File: src/rtl/usb_line_xcvr.sv
// ---------------------------------------------------------------------------
// usb_line_xcvr
//   Half-duplex DP/DM line transceiver between the encoding/unencoding
//   pipelines and the bus pins.
//
//   TX: pulls tx_len bits (sync included) from the encoder one per cycle.
//   It then drives EOP_CYCLES of SE0 and one idle J, and returns to idle.
//   RX: hunts for the KJKJ..KK sync pattern. It then streams packet bits out.
//   It checks the SE0 EOP length and reports the data bit count. It flags
//   line errors and enforces a sync-arrival timeout armed by rx_arm.
//
// Ports
//   clk, rst_b          clock, asynchronous active-low reset
//   tx_start_i          start request (only honoured while TX is idle)
//   tx_len_i            bits to send incl. sync, clamped to MAX_BITS
//   tx_bit_i            current encoder bit, consumed when tx_bit_req_o=1
//   tx_bit_req_o        pull strobe towards the encoder
//   tx_busy_o           TX is not idle (also blanks the receiver)
//   tx_done_o           one-cycle pulse in the trailing J cycle
//   oe_o, dp_w_o, dm_w_o  pin drive
//   dp_r_i, dm_r_i      pin sense
//   rx_en_i             receive enable
//   rx_arm_i            starts/restarts the sync timeout window
//   rx_valid_o, rx_bit_o  received data bit strobe and value
//   rx_done_o           one-cycle pulse after a valid EOP
//   rx_len_o            data bits of the last good packet
//   rx_err_o            one-cycle pulse on a line error
//   rx_timeout_o        one-cycle pulse when the timeout window expires
// ---------------------------------------------------------------------------
module usb_line_xcvr #(
    parameter int SYNC_BITS  = 8,
    parameter int EOP_CYCLES = 2,
    parameter int MAX_BITS   = 127,
    parameter int RX_TIMEOUT = 255,
    parameter int LEN_W      = $clog2(MAX_BITS + 1)
) (
    input  logic             clk,
    input  logic             rst_b,
    input  logic             tx_start_i,
    input  logic [LEN_W-1:0] tx_len_i,
    input  logic             tx_bit_i,
    output logic             tx_bit_req_o,
    output logic             tx_busy_o,
    output logic             tx_done_o,
    output logic             oe_o,
    output logic             dp_w_o,
    output logic             dm_w_o,
    input  logic             dp_r_i,
    input  logic             dm_r_i,
    input  logic             rx_en_i,
    input  logic             rx_arm_i,
    output logic             rx_valid_o,
    output logic             rx_bit_o,
    output logic             rx_done_o,
    output logic [LEN_W-1:0] rx_len_o,
    output logic             rx_err_o,
    output logic             rx_timeout_o
);

    localparam int SYNC_W     = $clog2(SYNC_BITS);
    localparam int EOP_W      = $clog2(EOP_CYCLES + 1);
    localparam int TMR_W      = (RX_TIMEOUT > 0) ? $clog2(RX_TIMEOUT + 1) : 1;
    localparam int TMR_LAST_I = (RX_TIMEOUT > 0) ? RX_TIMEOUT - 1 : 0;
    localparam bit TIMEOUT_EN = (RX_TIMEOUT > 0);

    localparam logic [LEN_W-1:0]  MAX_LEN   = LEN_W'(MAX_BITS);
    localparam logic [LEN_W-1:0]  LEN_ONE   = LEN_W'(1);
    localparam logic [SYNC_W-1:0] SYNC_LAST = SYNC_W'(SYNC_BITS - 1);
    localparam logic [SYNC_W-1:0] SYNC_ONE  = SYNC_W'(1);
    localparam logic [EOP_W-1:0]  EOP_LAST  = EOP_W'(EOP_CYCLES - 1);
    localparam logic [EOP_W-1:0]  EOP_MAX   = EOP_W'(EOP_CYCLES);
    localparam logic [EOP_W-1:0]  EOP_ONE   = EOP_W'(1);
    localparam logic [TMR_W-1:0]  TMR_LAST  = TMR_W'(TMR_LAST_I);
    localparam logic [TMR_W-1:0]  TMR_ONE   = TMR_W'(1);

    // =======================================================================
    // Transmitter
    // =======================================================================
    typedef enum logic [1:0] {TX_IDLE, TX_SEND, TX_EOP, TX_J} tx_state_e;

    tx_state_e        tx_state_q, tx_state_d;
    logic [LEN_W-1:0] tx_len_q, tx_len_d;
    logic [LEN_W-1:0] tx_cnt_q, tx_cnt_d;
    logic [EOP_W-1:0] tx_eop_q, tx_eop_d;

    always_ff @(posedge clk or negedge rst_b) begin
        if (!rst_b) begin
            tx_state_q <= TX_IDLE;
            tx_len_q   <= '0;
            tx_cnt_q   <= '0;
            tx_eop_q   <= '0;
        end else begin
            tx_state_q <= tx_state_d;
            tx_len_q   <= tx_len_d;
            tx_cnt_q   <= tx_cnt_d;
            tx_eop_q   <= tx_eop_d;
        end
    end

    always_comb begin
        tx_state_d = tx_state_q;
        tx_len_d   = tx_len_q;
        tx_cnt_d   = tx_cnt_q;
        tx_eop_d   = tx_eop_q;
        case (tx_state_q)
            TX_IDLE: begin
                // A zero-length request has nothing to send, so it is dropped.
                if (tx_start_i && (tx_len_i != '0)) begin
                    tx_state_d = TX_SEND;
                    tx_len_d   = (tx_len_i > MAX_LEN) ? MAX_LEN : tx_len_i;
                    tx_cnt_d   = '0;
                end
            end
            TX_SEND: begin
                if (tx_cnt_q == tx_len_q - LEN_ONE) begin
                    tx_state_d = TX_EOP;
                    tx_cnt_d   = '0;
                    tx_eop_d   = '0;
                end else begin
                    tx_cnt_d = tx_cnt_q + LEN_ONE;
                end
            end
            TX_EOP: begin
                if (tx_eop_q == EOP_LAST) begin
                    tx_state_d = TX_J;
                    tx_eop_d   = '0;
                end else begin
                    tx_eop_d = tx_eop_q + EOP_ONE;
                end
            end
            TX_J:    tx_state_d = TX_IDLE;
            default: tx_state_d = TX_IDLE;
        endcase
    end

    // The encoder bit passes straight to the pins in the same cycle it is
    // pulled, so the encoder must present tx_bit_i combinationally.
    always_comb begin
        tx_bit_req_o = 1'b0;
        tx_done_o    = 1'b0;
        oe_o         = 1'b0;
        dp_w_o       = 1'b1;
        dm_w_o       = 1'b0;
        case (tx_state_q)
            TX_SEND: begin
                oe_o         = 1'b1;
                tx_bit_req_o = 1'b1;
                dp_w_o       = tx_bit_i;
                dm_w_o       = ~tx_bit_i;
            end
            TX_EOP: begin
                oe_o   = 1'b1;
                dp_w_o = 1'b0;
                dm_w_o = 1'b0;
            end
            TX_J: begin
                oe_o      = 1'b1;
                tx_done_o = 1'b1;
            end
            default: ;
        endcase
    end

    assign tx_busy_o = (tx_state_q != TX_IDLE);

    // =======================================================================
    // Receiver
    // =======================================================================
    typedef enum logic [1:0] {RX_SEEK, RX_DATA, RX_EOP} rx_state_e;

    rx_state_e         rx_state_q, rx_state_d;
    logic [SYNC_W-1:0] sync_cnt_q, sync_cnt_d;
    logic [LEN_W-1:0]  bit_cnt_q, bit_cnt_d;
    logic [EOP_W-1:0]  se0_cnt_q, se0_cnt_d;
    logic [LEN_W-1:0]  rx_len_q, rx_len_d;
    logic              rx_done_q, rx_done_d;
    logic              rx_err_q, rx_err_d;

    logic rx_active;
    logic line_j, line_k, line_se0;
    logic sync_exp_k, sync_match, sync_det;

    assign rx_active = rx_en_i && !tx_busy_o;

    assign line_j   =  dp_r_i && !dm_r_i;
    assign line_k   = !dp_r_i &&  dm_r_i;
    assign line_se0 = !dp_r_i && !dm_r_i;

    // Sync is K on even indices, J on odd ones, except the last symbol,
    // which is a second K.
    assign sync_exp_k = (sync_cnt_q == SYNC_LAST) || !sync_cnt_q[0];
    assign sync_match = sync_exp_k ? line_k : line_j;
    assign sync_det   = rx_active && (rx_state_q == RX_SEEK) && sync_match &&
                        (sync_cnt_q == SYNC_LAST);

    always_ff @(posedge clk or negedge rst_b) begin
        if (!rst_b) begin
            rx_state_q <= RX_SEEK;
            sync_cnt_q <= '0;
            bit_cnt_q  <= '0;
            se0_cnt_q  <= '0;
            rx_len_q   <= '0;
            rx_done_q  <= 1'b0;
            rx_err_q   <= 1'b0;
        end else begin
            rx_state_q <= rx_state_d;
            sync_cnt_q <= sync_cnt_d;
            bit_cnt_q  <= bit_cnt_d;
            se0_cnt_q  <= se0_cnt_d;
            rx_len_q   <= rx_len_d;
            rx_done_q  <= rx_done_d;
            rx_err_q   <= rx_err_d;
        end
    end

    always_comb begin
        rx_state_d = rx_state_q;
        sync_cnt_d = sync_cnt_q;
        bit_cnt_d  = bit_cnt_q;
        se0_cnt_d  = se0_cnt_q;
        rx_len_d   = rx_len_q;
        rx_done_d  = 1'b0;
        rx_err_d   = 1'b0;
        if (!rx_active) begin
            // Own transmission or disabled receiver: silently abandon any
            // packet in progress.
            rx_state_d = RX_SEEK;
            sync_cnt_d = '0;
            bit_cnt_d  = '0;
            se0_cnt_d  = '0;
        end else begin
            case (rx_state_q)
                RX_SEEK: begin
                    if (sync_match) begin
                        if (sync_cnt_q == SYNC_LAST) begin
                            rx_state_d = RX_DATA;
                            sync_cnt_d = '0;
                            bit_cnt_d  = '0;
                        end else begin
                            sync_cnt_d = sync_cnt_q + SYNC_ONE;
                        end
                    end else begin
                        // A stray K may itself be the first sync symbol.
                        sync_cnt_d = line_k ? SYNC_ONE : '0;
                    end
                end
                RX_DATA: begin
                    if (line_j || line_k) begin
                        if (bit_cnt_q == MAX_LEN) begin
                            rx_err_d   = 1'b1;
                            rx_state_d = RX_SEEK;
                            bit_cnt_d  = '0;
                        end else begin
                            bit_cnt_d = bit_cnt_q + LEN_ONE;
                        end
                    end else if (line_se0) begin
                        rx_state_d = RX_EOP;
                        se0_cnt_d  = EOP_ONE;
                    end else begin
                        rx_err_d   = 1'b1;
                        rx_state_d = RX_SEEK;
                        bit_cnt_d  = '0;
                    end
                end
                RX_EOP: begin
                    if (line_se0) begin
                        // Saturate: anything at or beyond EOP_CYCLES is
                        // equally acceptable.
                        if (se0_cnt_q != EOP_MAX) se0_cnt_d = se0_cnt_q + EOP_ONE;
                    end else begin
                        if (line_j && (se0_cnt_q == EOP_MAX)) begin
                            rx_done_d = 1'b1;
                            rx_len_d  = bit_cnt_q;
                        end else begin
                            rx_err_d = 1'b1;
                        end
                        rx_state_d = RX_SEEK;
                        bit_cnt_d  = '0;
                        se0_cnt_d  = '0;
                    end
                end
                default: rx_state_d = RX_SEEK;
            endcase
        end
    end

    // A data symbol that would overflow is reported as an error, not a bit.
    always_comb begin
        rx_valid_o = rx_active && (rx_state_q == RX_DATA) &&
                     (line_j || line_k) && (bit_cnt_q != MAX_LEN);
        rx_bit_o   = rx_valid_o && dp_r_i;
    end

    assign rx_done_o = rx_done_q;
    assign rx_err_o  = rx_err_q;
    assign rx_len_o  = rx_len_q;

    // =======================================================================
    // Sync-arrival timeout
    // =======================================================================
    logic             armed_q, armed_d;
    logic [TMR_W-1:0] tmr_q, tmr_d;
    logic             rx_to_q, rx_to_d;

    always_ff @(posedge clk or negedge rst_b) begin
        if (!rst_b) begin
            armed_q <= 1'b0;
            tmr_q   <= '0;
            rx_to_q <= 1'b0;
        end else begin
            armed_q <= armed_d;
            tmr_q   <= tmr_d;
            rx_to_q <= rx_to_d;
        end
    end

    // Priority: sync detect (disarm) over a new arm over expiry. A re-arm on
    // the expiry cycle therefore restarts the window instead of timing out.
    always_comb begin
        armed_d = armed_q;
        tmr_d   = tmr_q;
        rx_to_d = 1'b0;
        if (sync_det) begin
            armed_d = 1'b0;
            tmr_d   = '0;
        end else if (TIMEOUT_EN && rx_arm_i) begin
            armed_d = 1'b1;
            tmr_d   = '0;
        end else if (armed_q) begin
            if (tmr_q == TMR_LAST) begin
                armed_d = 1'b0;
                tmr_d   = '0;
                rx_to_d = 1'b1;
            end else begin
                tmr_d = tmr_q + TMR_ONE;
            end
        end
    end

    assign rx_timeout_o = rx_to_q;

endmodule

File: config.mk
export PLATFORM = sky130hd
export DESIGN_NAME = usb_line_xcvr
export DESIGN_NICKNAME = d
export VERILOG_FILES = /design/src/rtl/usb_line_xcvr.sv
export SDC_FILE = /design/constraint.sdc
export NUM_CORES = 1
export LEC_CHECK = 0
export ABC_AREA = 1
export ABC_CLOCK_PERIOD_IN_PS = 2400
export BUFFER_PORTS_ARGS = -buffer_cell sky130_fd_sc_hd__buf_2
export CORE_MARGIN = 4
export CORE_UTILIZATION = 48
export CTS_CLUSTER_SIZE = 16
export DETAILED_ROUTE_END_ITERATION = 10
export PLACE_DENSITY = 0.76
export SETUP_SLACK_MARGIN = 0.02
export SLEW_MARGIN = 20
export SYNTH_ARGS = -nofsm -noshare
export SYNTH_HDL_FRONTEND = slang
export SYNTH_SLANG_ARGS = --single-unit
File: constraint.sdc
create_clock -name clk -period 2.4 [get_ports clk]
set_input_delay 0.12 -clock clk [delete_from_list [all_inputs] [get_ports clk]]
set_output_delay 0.12 -clock clk [all_outputs]
set_load 0.1 [all_outputs]
==> results.txt, run 1 <==
Clock-pin slew was measured on the worst setup and hold paths at 0.10 ns. The number of gates resized after CTS is 0, and the clock tree skew after final layout is 0.00575 ns. For hold timing, the worst endpoint is tx_len_q[5]$_DFFE_PN0P_. The run finished with clean final reports.

Along the worst path, the maximum fanout reaches 5. Subtracting the final worst setup slack from the clock period gives 2.18 ns. Entering global routing, the biggest net connects 20 pins.

The run gives 157 as the starting DRC count in detailed routing. Counting both buffers and inverters, the worst setup path holds a total of 4. The layout-stage area growth over the synthesis result was 12.7%. The synthesized net count is 429, and the final worst-path cycle share is 91.0%. The number of cells in the finished layout apart from fillers is 509, and the number of sinks on the clock net is 51. Most common cell after layout, fill and taps aside: sky130_fd_sc_hd__nand2_1.

For the worst flop-to-flop path, the logic depth is 12. In this run the most critical hold path is launched from tx_len_i[5]. The top cell types in the final layout, fill and taps aside, are 102 x sky130_fd_sc_hd__nand2_1, 59 x sky130_fd_sc_hd__inv_1, 51 x sky130_fd_sc_hd__dfrtp_1, 32 x sky130_fd_sc_hd__buf_2, 31 x sky130_fd_sc_hd__o21ai_0. Counting flops with an async set or reset pin after synthesis yields a share of 100%. At the later pin of the worst-skew pair, clock insertion delay measures 0.31 ns.

The mapped netlist covers 3060 um^2. The cell count after placement is 500. The total I/O pin count is 33. The register-to-register setup slack is 0.41 ns. The share of final-layout standard cells stronger than drive strength 1 was 15.9%; the power per standard cell area was 902 nW/um^2. Number of vias after detailed routing: 2,659.

The highest metal layer carrying signal wires in the routed design is met4. The Yosys warning count came out at 0. TritonCTS built the clock tree. Measured along the x axis, the die boundary spans 87.9 um. For the count of mapped cells out of synthesis, the log shows 395.

The slew at the pin with the worst max-slew slack is 0.497 ns, and the count of port buffers added during placement is 32. Yosys mapped a number of flops with a built-in enable equal to 0. For this run, the slowest stage of the critical path takes 0.42 ns. Timing would allow up to 0.458 GHz. The first-pass iteration count of the detailed router was 4. The terminus of the critical flop-to-flop path was tmr_q[5]$_DFFE_PN0P_. The netlist uses 33 different library cells.

The final hold violation count was 0; the maximum level of the CTS H-tree was 2. Of the post-synthesis cell area, the dominant cell type holds 41.7%. Measured along the y axis, the die boundary spans 87.9 um. The tools report the number of buffers inserted during clock tree synthesis as 5. STA puts the critical path data arrival time at 2.06 ns.

By startpoint and endpoint, the worst setup path is classified as reg2out. Nature of the critical path startpoint: a flip-flop. Data on the critical path is required at its endpoint by 2.28 ns.

The tree is rooted in a sky130_fd_sc_hd__clkbuf_8. The worst setup path is captured at a primary output. The per-cell via count in the routed design is 5.22, and the post-synthesis register bit count is 51.

The die covers 7720 um^2. Summed over all nets, the half-perimeter wirelength after detailed placement is 5060 um. The detail-routed net length per standard cell is 12.7 um, and the routed metal-1 wirelength is 3020 um. In this run the worst hold path is classified as in2reg. The run gives 3450 um^2 as the final cell area excluding filler cells. The final wirelength is 6470 um, and the cell area reported after detailed placement is 3330 um^2.

For the count of final max-slew check failures, the log shows 0. Summed over all nets, wire length on met2 after detailed routing comes to 3090 um. The number of buffers on the longest clock path is 2. Broken down by cell family, the worst path's largest delay share belongs to buffers and inverters.

The run gives 0 as the overflow left after global routing. The net count of the finished layout is 467. For the global-route wire length before repair, the log shows 11,100 um.

After synthesis, the cell types taking the most area are sky130_fd_sc_hd__dfrtp_1 42%, sky130_fd_sc_hd__nand2_1 13%, sky130_fd_sc_hd__ha_1 7.8%. For the total global-route track usage, the log shows 18.2%. VDD sags by at most 0.000864 V.

The post-CTS setup buffer count was 0; the number of max-cap violations was 0. The placement row count is 28, and the post-route DRC violation count is 0. Average size of a mapped cell: 7.75 um^2. For the number of antenna violations at the first check in global routing, the log shows 0.

The detail route stage leaves a number of antenna-violating nets equal to 0. The logs give 0.924 for the final estimated routing congestion in global placement and 6060 um^2 for the area inside the core boundary. Detailed-routed wire length on met3: 239 um. The post-cts hold buffer count is 1, and the relative slew slack is 67.1%.

The tools report the setup TNS as 0 ns. Setup violations remaining at the end of the flow were counted as 0. The synthesized design spends more area on one cell type than any other, namely sky130_fd_sc_hd__dfrtp_1.

The primary flip-flop cell chosen by synthesis mapping was sky130_fd_sc_hd__dfrtp_1. The signal on the critical path passes through inv_1 > ha_1 > nand2_1 > inv_1 > nand2_2 > inv_2 > nand2_2 > nor2_2 > buf_2. The static power due to leakage came out at 0.00176 uW. For this run, the register share of the synthesized area comes to 41.7%. The initial utilization of the core area, before any placement, comes to 50.5%.

The worst hold path passes through 3 cells. Setup repair after global routing left no endpoint under its margin. The repair_antennas step left the layout with diodes totalling 0. The run gives 2,527 as the number of global-route vias before repair. For this design, the slowest cell found on the critical path is sky130_fd_sc_hd__buf_2. In this run the critical register-to-register path is launched from sync_cnt_q[0]$_DFFE_PN0P_.
==> worst min-delay path, cell delays in order <==
cell and delay (ns):
sky130_fd_sc_hd__buf_2 0.09, sky130_fd_sc_hd__nand2_1 0.05, sky130_fd_sc_hd__nand2_1 0.05
==> registers in the layout, summed over array words and instances, names as in the netlist <==
signal	count
rx_err_o	1
rx_len_o	7
tx_cnt_q	7
tx_eop_q	2
tx_state_q	2
se0_cnt_q	2
rx_done_o	1
armed_q	1
rx_timeout_o	1
tx_len_q	7
bit_cnt_q	7
sync_cnt_q	3
rx_state_q	2
tmr_q	8
==> worst max-delay path by stage <==
stage                                       to                      start  depth (start not counted)
after detailed placement  tmr_q[5]$_DFFE_PN0P_  sync_cnt_q[0]$_DFFE_PN0P_                         12
after CTS                             rx_bit_o  rx_state_q[1]$_DFFE_PN0P_                          9
after floorplan                         dp_w_o  tx_state_q[1]$_DFFE_PN0P_                          4
after global placement    tmr_q[5]$_DFFE_PN0P_  sync_cnt_q[0]$_DFFE_PN0P_                         12
final                                 rx_bit_o  rx_state_q[1]$_DFFE_PN0P_                          9
after global routing                  rx_bit_o  rx_state_q[1]$_DFFE_PN0P_                          9
==> power breakdown <==
part	switching, uW	total (uW)	internal (uW)
clock	310	626	316
combinational	1040	1410	367
sequential	107	1080	971
==> synthesized netlist by cell type (2+ instances only) <==
master,instances
sky130_fd_sc_hd__nand2_1,102
sky130_fd_sc_hd__inv_1,59
sky130_fd_sc_hd__dfrtp_1,51
sky130_fd_sc_hd__nor2_1,31
sky130_fd_sc_hd__o21ai_0,31
sky130_fd_sc_hd__nand3_1,21
sky130_fd_sc_hd__ha_1,19
sky130_fd_sc_hd__a21oi_1,14
sky130_fd_sc_hd__nand4_1,9
sky130_fd_sc_hd__xor2_1,9
sky130_fd_sc_hd__nand2_2,6
sky130_fd_sc_hd__o22ai_1,6
sky130_fd_sc_hd__nor2_2,5
sky130_fd_sc_hd__nand3_2,4
sky130_fd_sc_hd__nor3_1,3
sky130_fd_sc_hd__xnor2_1,3
sky130_fd_sc_hd__buf_2,2
sky130_fd_sc_hd__inv_2,2
sky130_fd_sc_hd__nand2_4,2
sky130_fd_sc_hd__nor2_4,2
sky130_fd_sc_hd__o21ai_1,2
==> through the flow <==
stage               utilization, %  total power (uW)  worst slack [ns]  hold WS, ns
CTS                           57.0              3130             0.191      0.00872
floorplan                        -              2240            0.0198       -0.176
detailed placement            54.9              2500             0.423       0.0879
finish                        57.0              3120             0.216       0.0161
global placement              54.9              2450             0.552       0.0839
global route                  57.0              3340            0.0595       0.0244
==> area by class of cell <==
cell class,instances,area [um^2]
clock buffers,5,68.8
clock inverters,3,47.5
fillers,585,2610
inverters,61,229
multi-input cells,279,1550
flip-flops and latches,51,1280
well taps,75,93.8
repair buffers,35,185
==> per-layer routing <==
layer / global-route usage [%] / up-vias
met5: 0 / -
met4: 7.39 / 0
met3: 2.82 / 9
met1: 24.4 / 1253
met2: 29.5 / 52
li1: - / 1345
==> logic make-up (layout without fill, tap and decap cells) <==
kind of cell / after synthesis / in the layout / synth area share (%)
AO/OA/AOI/OAI: 60 / 60 / 10.7
XOR/XNOR: 12 / 12 / 3.43
adder cells (fa/ha/maj): 19 / 19 / 7.76
buffers and inverters: 65 / 104 / 8.17
flip-flops: 51 / 51 / 41.7
AND/OR/NAND/NOR: 188 / 188 / 28.2
(Power assumes the default switching activity.)
==> run 2, diff against run 1 <==
--- a/config.mk
+++ b/config.mk
@@ -8,11 +8,14 @@
 export ABC_AREA = 1
 export ABC_CLOCK_PERIOD_IN_PS = 2400
 export BUFFER_PORTS_ARGS = -buffer_cell sky130_fd_sc_hd__buf_2
+export CELL_PAD_IN_SITES_DETAIL_PLACEMENT = 1
+export CELL_PAD_IN_SITES_GLOBAL_PLACEMENT = 1
 export CORE_MARGIN = 4
-export CORE_UTILIZATION = 48
+export CORE_UTILIZATION = 43
 export CTS_CLUSTER_SIZE = 16
 export DETAILED_ROUTE_END_ITERATION = 10
-export PLACE_DENSITY = 0.76
+export MAX_ROUTING_LAYER = met4
+export PLACE_DENSITY = 0.88
 export SETUP_SLACK_MARGIN = 0.02
 export SLEW_MARGIN = 20
 export SYNTH_ARGS = -nofsm -noshare
==> results.txt, run 2 (synthesized netlist as in run 1, its figures left out) <==
For the sum of net half-perimeters after detailed placement, the log shows 6110 um (+21%). Worst setup path endpoint: rx_bit_o. For the total global-route track usage, the log shows 20.0% (+1.8 points). Setup repair after global routing left no endpoint under its margin. The tools report the buffer cell driving the clock tree root as sky130_fd_sc_hd__clkbuf_8. STA classifies the critical path startpoint as a flip-flop. The power per standard cell area came out at 881 nW/um^2 (-2.3%). The final worst-path cycle share was 91.2% (+0.20 points). The maximum level of the CTS H-tree was 2 (unchanged); the delay of the slowest critical-path stage was 0.42 ns (about the same).

The run gives 0.000561 V (-35%) as the peak ir drop on the vdd network. The die footprint is 8540 um^2 (+11%). The tools report the number of buffers inserted during clock tree synthesis as 5 (unchanged). The critical path depth in cells was 9 (unchanged). The run finished with clean final reports.

The number of buffers on the longest clock path is 2 (unchanged), and the post-route DRC violation count is 0 (unchanged). The per-cell via count in the routed design was 5.14 (-1.6%); the depth of the worst register-to-register path was 11 (-1). Critical path class: reg2out. The clock tree skew after final layout came out at 0.0132 ns (+0.00744 ns). The layer flagged by global routing as most heavily used is met2. Post-cts hold buffer count: 1 (unchanged).

STA classifies the critical path endpoint as a primary output. The number of flip-flops under the largest register name was 8 (unchanged); the number of gates resized after CTS was 0 (unchanged). The logs give 23.5% (-0.91 points) for the met1 global-route usage and 0 (unchanged) for the post-CTS setup buffer count. The static power due to leakage is 0.00175 uW (-0.66%). The endpoint identified for the worst register-to-register timing path is tmr_q[4]$_DFFE_PN0P_. The number of sinks on the clock net was 51 (unchanged).

The starting DRC count in detailed routing is 82 (-48%). The shortest clock period the worst path allows after layout was 2.19 ns (+0.00471 ns); the number of vias after detailed routing was 2,720 (+2.3%). Clock latency on the worst-skew pair: 0.31 ns (about the same). The logs give 67.4% (+0.29 points) for the relative slew slack and 2,980 (+18%) for the number of global-route vias before repair.

The layout-stage area growth over the synthesis result works out to 12.7% (about the same). The kind of cell with the highest combined delay on the critical path was buffers and inverters. The number of buffers and inverters on the critical path was 4 (unchanged); the met3 track demand over resource in global routing was 3.90% (+1.1 points).

The cell count after placement is 521 (+4.2%), and the maximum number of pins on one net before global-route repair is 23 (+15%). For the final hold violation count, the log shows 0 (unchanged). The slew at the pin with the worst max-slew slack is 0.493 ns (-0.00439 ns). The total I/O pin count is 33 (unchanged). The die extent in x was 92.4 um (+5.1%); the detail-routed net length per standard cell was 14.7 um (+16%). The placement row count was 30 (+7.1%); the clock-pin transition on the worst setup and hold timing paths was 0.10 ns (about the same). The logs give 4 (unchanged) for the first-pass iteration count of the detailed router and 0.910 (-1.6%) for the final estimated routing congestion in global placement. The y dimension of the die is 92.4 um (+5.1%), and the final setup violation count is 0 (unchanged). The number of nets with antenna violations after routing came out at 0 (unchanged). The logs give 0 (unchanged) for the number of antenna violations at the first check in global routing and 0 (unchanged) for the number of max-cap violations. The area inside the core boundary was 6870 um^2 (+13%); the effective utilization at floorplan was 44.6% (-5.9 points). The largest driver fanout on the critical path is 5 (unchanged).

The final wirelength came out at 7800 um (+21%). The tools report the count of final max-slew check failures as 0 (unchanged). The critical path startpoint is rx_state_q[1]$_DFFE_PN0P_.

The share of final-layout standard cells stronger than drive strength 1 was 15.7% (-0.19 points); the worst hold slack was 0.0108 ns (-0.00524 ns). TritonCTS built the clock tree. Worst hold path class: in2reg. The register with the most flip-flops is tmr_q. Walking the worst path, the cells encountered are inv_1 > ha_1 > nand2_1 > inv_1 > nand2_2 > inv_2 > nand2_2 > nor2_2 > buf_2.

The setup TNS was 0 ns (unchanged); the global-route wire length before repair was 13,400 um (+21%). The logs give 0 (unchanged) for the count of inserted antenna diode cells and 529 (+3.9%) for the number of cells in the finished layout apart from fillers. The most common cell after layout, fill and taps aside was sky130_fd_sc_hd__nand2_1. The met2 capacity usage during global routing was 33.7% (+4.3 points); the overflow left after global routing was 0 (unchanged). The register-to-register setup slack was 0.34 ns (-0.07 ns).

In the layout the commonest cells are 102 x sky130_fd_sc_hd__nand2_1, 59 x sky130_fd_sc_hd__inv_1, 51 x sky130_fd_sc_hd__dfrtp_1, 32 x sky130_fd_sc_hd__buf_2, 31 x sky130_fd_sc_hd__o21ai_0. The run gives 0.457 GHz (-0.22%) as the maximum clock frequency. The data arrival at the endpoint of the critical path is 2.07 ns (about the same).

The startpoint identified for the worst register-to-register timing path is sync_cnt_q[0]$_DFFE_PN0P_. The required time of the critical path is 2.28 ns (about the same). Among all stages on the critical path, the largest delay is contributed by sky130_fd_sc_hd__buf_2. Count of port buffers added during placement: 32 (unchanged). The number of nets in the layout was 467 (unchanged); the fill cell total of the finished layout was 894 (+53%).
==> run 2: through the flow <==
| step | utilization [%] | setup WS [ns] | power (uW) | area, um^2 |
|---|---|---|---|---|
| final | 50.2 | 0.211 | 3040 | 3450 |
| after CTS | 50.2 | 0.191 | 3060 | 3450 |
| after global routing | 50.2 | 0.0460 | 3280 | 3450 |
| after floorplan | - | 0.0198 | 2240 | 3080 |
| after global placement | 48.8 | 0.545 | 2460 | 3350 |
| after detailed placement | 48.8 | 0.400 | 2540 | 3350 |
==> run 2: worst reg2reg max path: cells and delay by family, from the launching register on <==
family / cells / cell delay [ns]
flops: 1 / 0.43
fa+ha+maj: 2 / 0.47
compound gates: 2 / 0.31
buf+inv: 1 / 0.11
simple gates: 6 / 0.67
==> run 2: cell type report <==
cell class                      instances  area [um^2]  share of cell area (%)
Inverter                               61          229                    6.64
Timing Repair Buffer                   35          185                    5.37
Tap cell                               96          120                    3.48
Sequential cell                        51         1280                    37.0
Clock buffer                            6         82.6                    2.39
Clock inverter                          1         5.00                   0.145
Multi-Input combinational cell        279         1550                    45.0
==> run 2: routing by layer <==
metal / vias up / wire [um]
li1: 1341 / -
met1: 1329 / 3400
met2: 35 / 3980
met3: 15 / 253
met4: 0 / 169
met5: - / 0
==> run 2: worst min path at each step <==
stage | start | to | slack (ns) | cells past startpoint
after floorplan | rst_b | armed_q$_DFF_PN0_ | -0.18 | 0
after global placement | rst_b | tmr_q[6]$_DFFE_PN0P_ | 0.06 | 1
after detailed placement | rst_b | tmr_q[6]$_DFFE_PN0P_ | 0.06 | 1
after CTS | tx_len_i[5] | tx_len_q[5]$_DFFE_PN0P_ | 0.007 | 3
after global routing | tx_len_i[3] | tx_len_q[3]$_DFFE_PN0P_ | 0.02 | 3
final | tx_len_i[5] | tx_len_q[5]$_DFFE_PN0P_ | 0.01 | 3
==> run 2: power breakdown <==
part	internal [uW]	switching (uW)	leakage, uW
clock network	227	288	0.0000470
logic	368	1080	0.00101
registers	971	110	0.000686
total	1570	1470	0.00175
==> run 3, diff against run 2 <==
--- a/config.mk
+++ b/config.mk
@@ -14,10 +14,11 @@
 export CORE_UTILIZATION = 43
 export CTS_CLUSTER_SIZE = 16
 export DETAILED_ROUTE_END_ITERATION = 10
+export HOLD_SLACK_MARGIN = 0.05
 export MAX_ROUTING_LAYER = met4
 export PLACE_DENSITY = 0.88
 export SETUP_SLACK_MARGIN = 0.02
-export SLEW_MARGIN = 20
+export SLEW_MARGIN = 15
 export SYNTH_ARGS = -nofsm -noshare
 export SYNTH_HDL_FRONTEND = slang
 export SYNTH_SLANG_ARGS = --single-unit
==> results.txt, run 3 (synthesized netlist as in run 1, its figures left out) <==
The final worst-path cycle share is 91.2% (about the same), and the number of nets in the layout is 472 (+1.1%). Number of vias after detailed routing: 2,737 (+0.63%). The slew at the pin with the worst max-slew slack came out at 0.494 ns (+0.00136 ns). The clock-pin transition on the worst setup and hold timing paths works out to 0.10 ns (about the same). The tools report the peak ir drop on the vdd network as 0.000561 V (about the same). The maximum level of the CTS H-tree was 2 (unchanged); the count of final max-slew check failures was 0 (unchanged). The logs give 0.00177 uW (+1.2%) for the static power due to leakage and 0 (unchanged) for the post-CTS setup buffer count.

Number of antenna violations at the first check in global routing: 0 (unchanged). The tools report the area of all sequential standard cells as 1280 um^2 (unchanged). Fill cell total of the finished layout: 888 (-0.67%). The total I/O pin count is 33 (unchanged), and the global-route wire length before repair is 13,500 um (+0.87%). The setup TNS was 0 ns (unchanged); the number of flip-flops under the largest register name was 8 (unchanged).

The number of max-cap violations was 0 (unchanged); the shortest clock period the worst path allows after layout was 2.19 ns (+0.000858 ns). The logs give 0.910 (unchanged) for the final estimated routing congestion in global placement and 51.0% (+0.73 points) for the utilization after layout. Total global-route track usage: 20.1% (+0.16 points). The data arrival at the endpoint of the critical path was 2.07 ns (about the same). The effective utilization at floorplan is 44.6% (unchanged). The die footprint came out at 8540 um^2 (unchanged). The final setup violation count was 0 (unchanged). The largest driver fanout on the critical path came out at 5 (unchanged).

The buffer cell driving the clock tree root was sky130_fd_sc_hd__clkbuf_8. The maximum clock frequency was 0.457 GHz (about the same). The run gives 0.0674 ns (+0.0566 ns) as the worst hold slack. The master of the slowest instance on the critical path is sky130_fd_sc_hd__buf_2.

The post-route DRC violation count came out at 0 (unchanged). The delay of the slowest critical-path stage was 0.42 ns (about the same); the maximum number of pins on one net before global-route repair was 23 (unchanged). The worst setup margin is 0.210 ns (-0.000858 ns). Leaving out fill and tap cells, the most frequent cells in the layout are 102 x sky130_fd_sc_hd__nand2_1, 59 x sky130_fd_sc_hd__inv_1, 51 x sky130_fd_sc_hd__dfrtp_1, 32 x sky130_fd_sc_hd__buf_2, 31 x sky130_fd_sc_hd__o21ai_0. Relative slew slack: 67.3% (-0.090 points). The starting DRC count in detailed routing came out at 77 (-6.1%). The run gives 0 (unchanged) as the number of gates resized after CTS. The count of port buffers added during placement is 32 (unchanged), and the area inside the core boundary is 6870 um^2 (unchanged). The logs give 0.400 ns (unchanged) for the post-place setup slack and 4 (unchanged) for the first-pass iteration count of the detailed router. Number of sinks on the clock net: 51 (unchanged).

STA classifies the critical path endpoint as a primary output. Walking the worst path, the cells encountered are inv_1 > ha_1 > nand2_1 > inv_1 > nand2_2 > inv_2 > nand2_2 > nor2_2 > buf_2. The die extent in x was 92.4 um (unchanged); the placement row count was 30 (unchanged).

The overflow left after global routing is 0 (unchanged). The final wirelength is 7880 um (+0.97%). The post-cts hold buffer count came out at 6 (+5).

Nature of the critical path startpoint: a flip-flop. The clock latency on the worst-skew pair is 0.31 ns (about the same). For the final hold violation count, the log shows 0 (unchanged). Critical path class: reg2out. The run gives 3,022 (+1.4%) as the number of global-route vias before repair. The number of nets with antenna violations after routing is 0 (unchanged), and the power per standard cell area is 870 nW/um^2 (-1.3%). Most common cell after layout, fill and taps aside: sky130_fd_sc_hd__nand2_1. Count of inserted antenna diode cells: 0 (unchanged).

TritonCTS built the clock tree. The number of buffers on the longest clock path is 2 (unchanged). The number of buffers inserted during clock tree synthesis is 5 (unchanged), and the per-cell via count in the routed design is 5.13 (-0.32%). Setup repair after global routing left no endpoint under its margin.

The run gives 2.28 ns (about the same) as the required time of the critical path. The share of final-layout standard cells stronger than drive strength 1 is 15.5% (-0.18 points). The flow ran to the end, and the final reports show no timing, DRC or antenna violations.

The worst hold path class was in2reg. For the sum of net half-perimeters after detailed placement, the log shows 6110 um (unchanged). The area of the multi-input gates was 1550 um^2 (unchanged); the detail-routed net length per standard cell was 14.7 um (about the same).

Compared with the post-synthesis result, the final layout area differs by 14.3%. Ranked by flip-flop count, first place goes to tmr_q. The clock tree skew after final layout was 0.0133 ns (+0.000142 ns).

Y dimension of the die: 92.4 um (unchanged).
==> run 3: changes by cell type in the layout (fill, tap and decap cells not counted) <==
cell,previous run,this run
sky130_fd_sc_hd__dlygate4sd3_1,1,6
==> run 3: critical path, delay by kind of cell, from the launching register on <==
family,cells,cell delay (ns)
and+or+nand+nor,4,0.41
buffers and inverters,4,0.70
adders and majority gates,1,0.25
DFF,1,0.40
==> run 3: final timing paths <==
path / start / endpoint / slack [ns] / cells past startpoint
setup / recovery: rx_state_q[1]$_DFFE_PN0P_ / rx_bit_o / 0.21 / 9
setup reg to reg: sync_cnt_q[0]$_DFFE_PN0P_ / tmr_q[4]$_DFFE_PN0P_ / 0.35 / 11
hold / removal: tx_len_i[0] / tx_len_q[0]$_DFFE_PN0P_ / 0.07 / 3
max in group asynchronous: rst_b / se0_cnt_q[0]$_DFFE_PN0P_ / 1.49 / 3
min in group asynchronous: rst_b / tmr_q[6]$_DFFE_PN0P_ / 0.25 / 2
hold reg to reg: rx_len_o[5]$_DFFE_PN0P_ / rx_len_o[5]$_DFFE_PN0P_ / 0.49 / 2
==> run 3: final cells by class <==
type	count	share of cell area, %
Inverter	61	6.54
Multi-Input combinational cell	279	44.4
Tap cell	96	3.43
Timing Repair Buffer	40	6.72
Clock buffer	6	2.36
Sequential cell	51	36.5
Clock inverter	1	0.143
==> run 3: layer usage <==
| metal | global-route usage (%) | vias up | part of all wire (%) |
|---|---|---|---|
| met5 | - | - | 0 |
| met4 | 7.67 | 0 | 2.1 |
| met3 | 3.98 | 15 | 3.2 |
| met2 | 34.4 | 37 | 51 |
| met1 | 23.4 | 1334 | 44 |
| li1 | - | 1351 | - |
==> run 3: through the flow <==
stage	total power, uW	cell area [um^2]	std cells
after floorplan	2240	3080	395
after CTS	3070	3500	534
after detailed placement	2540	3350	521
after global placement	2460	3350	521
final	3050	3500	534
after global routing	3280	3500	534
==> run 3: where the power goes <==
part,switching (uW),internal (uW)
logic,1080,373
registers,108,971
clock network,287,227
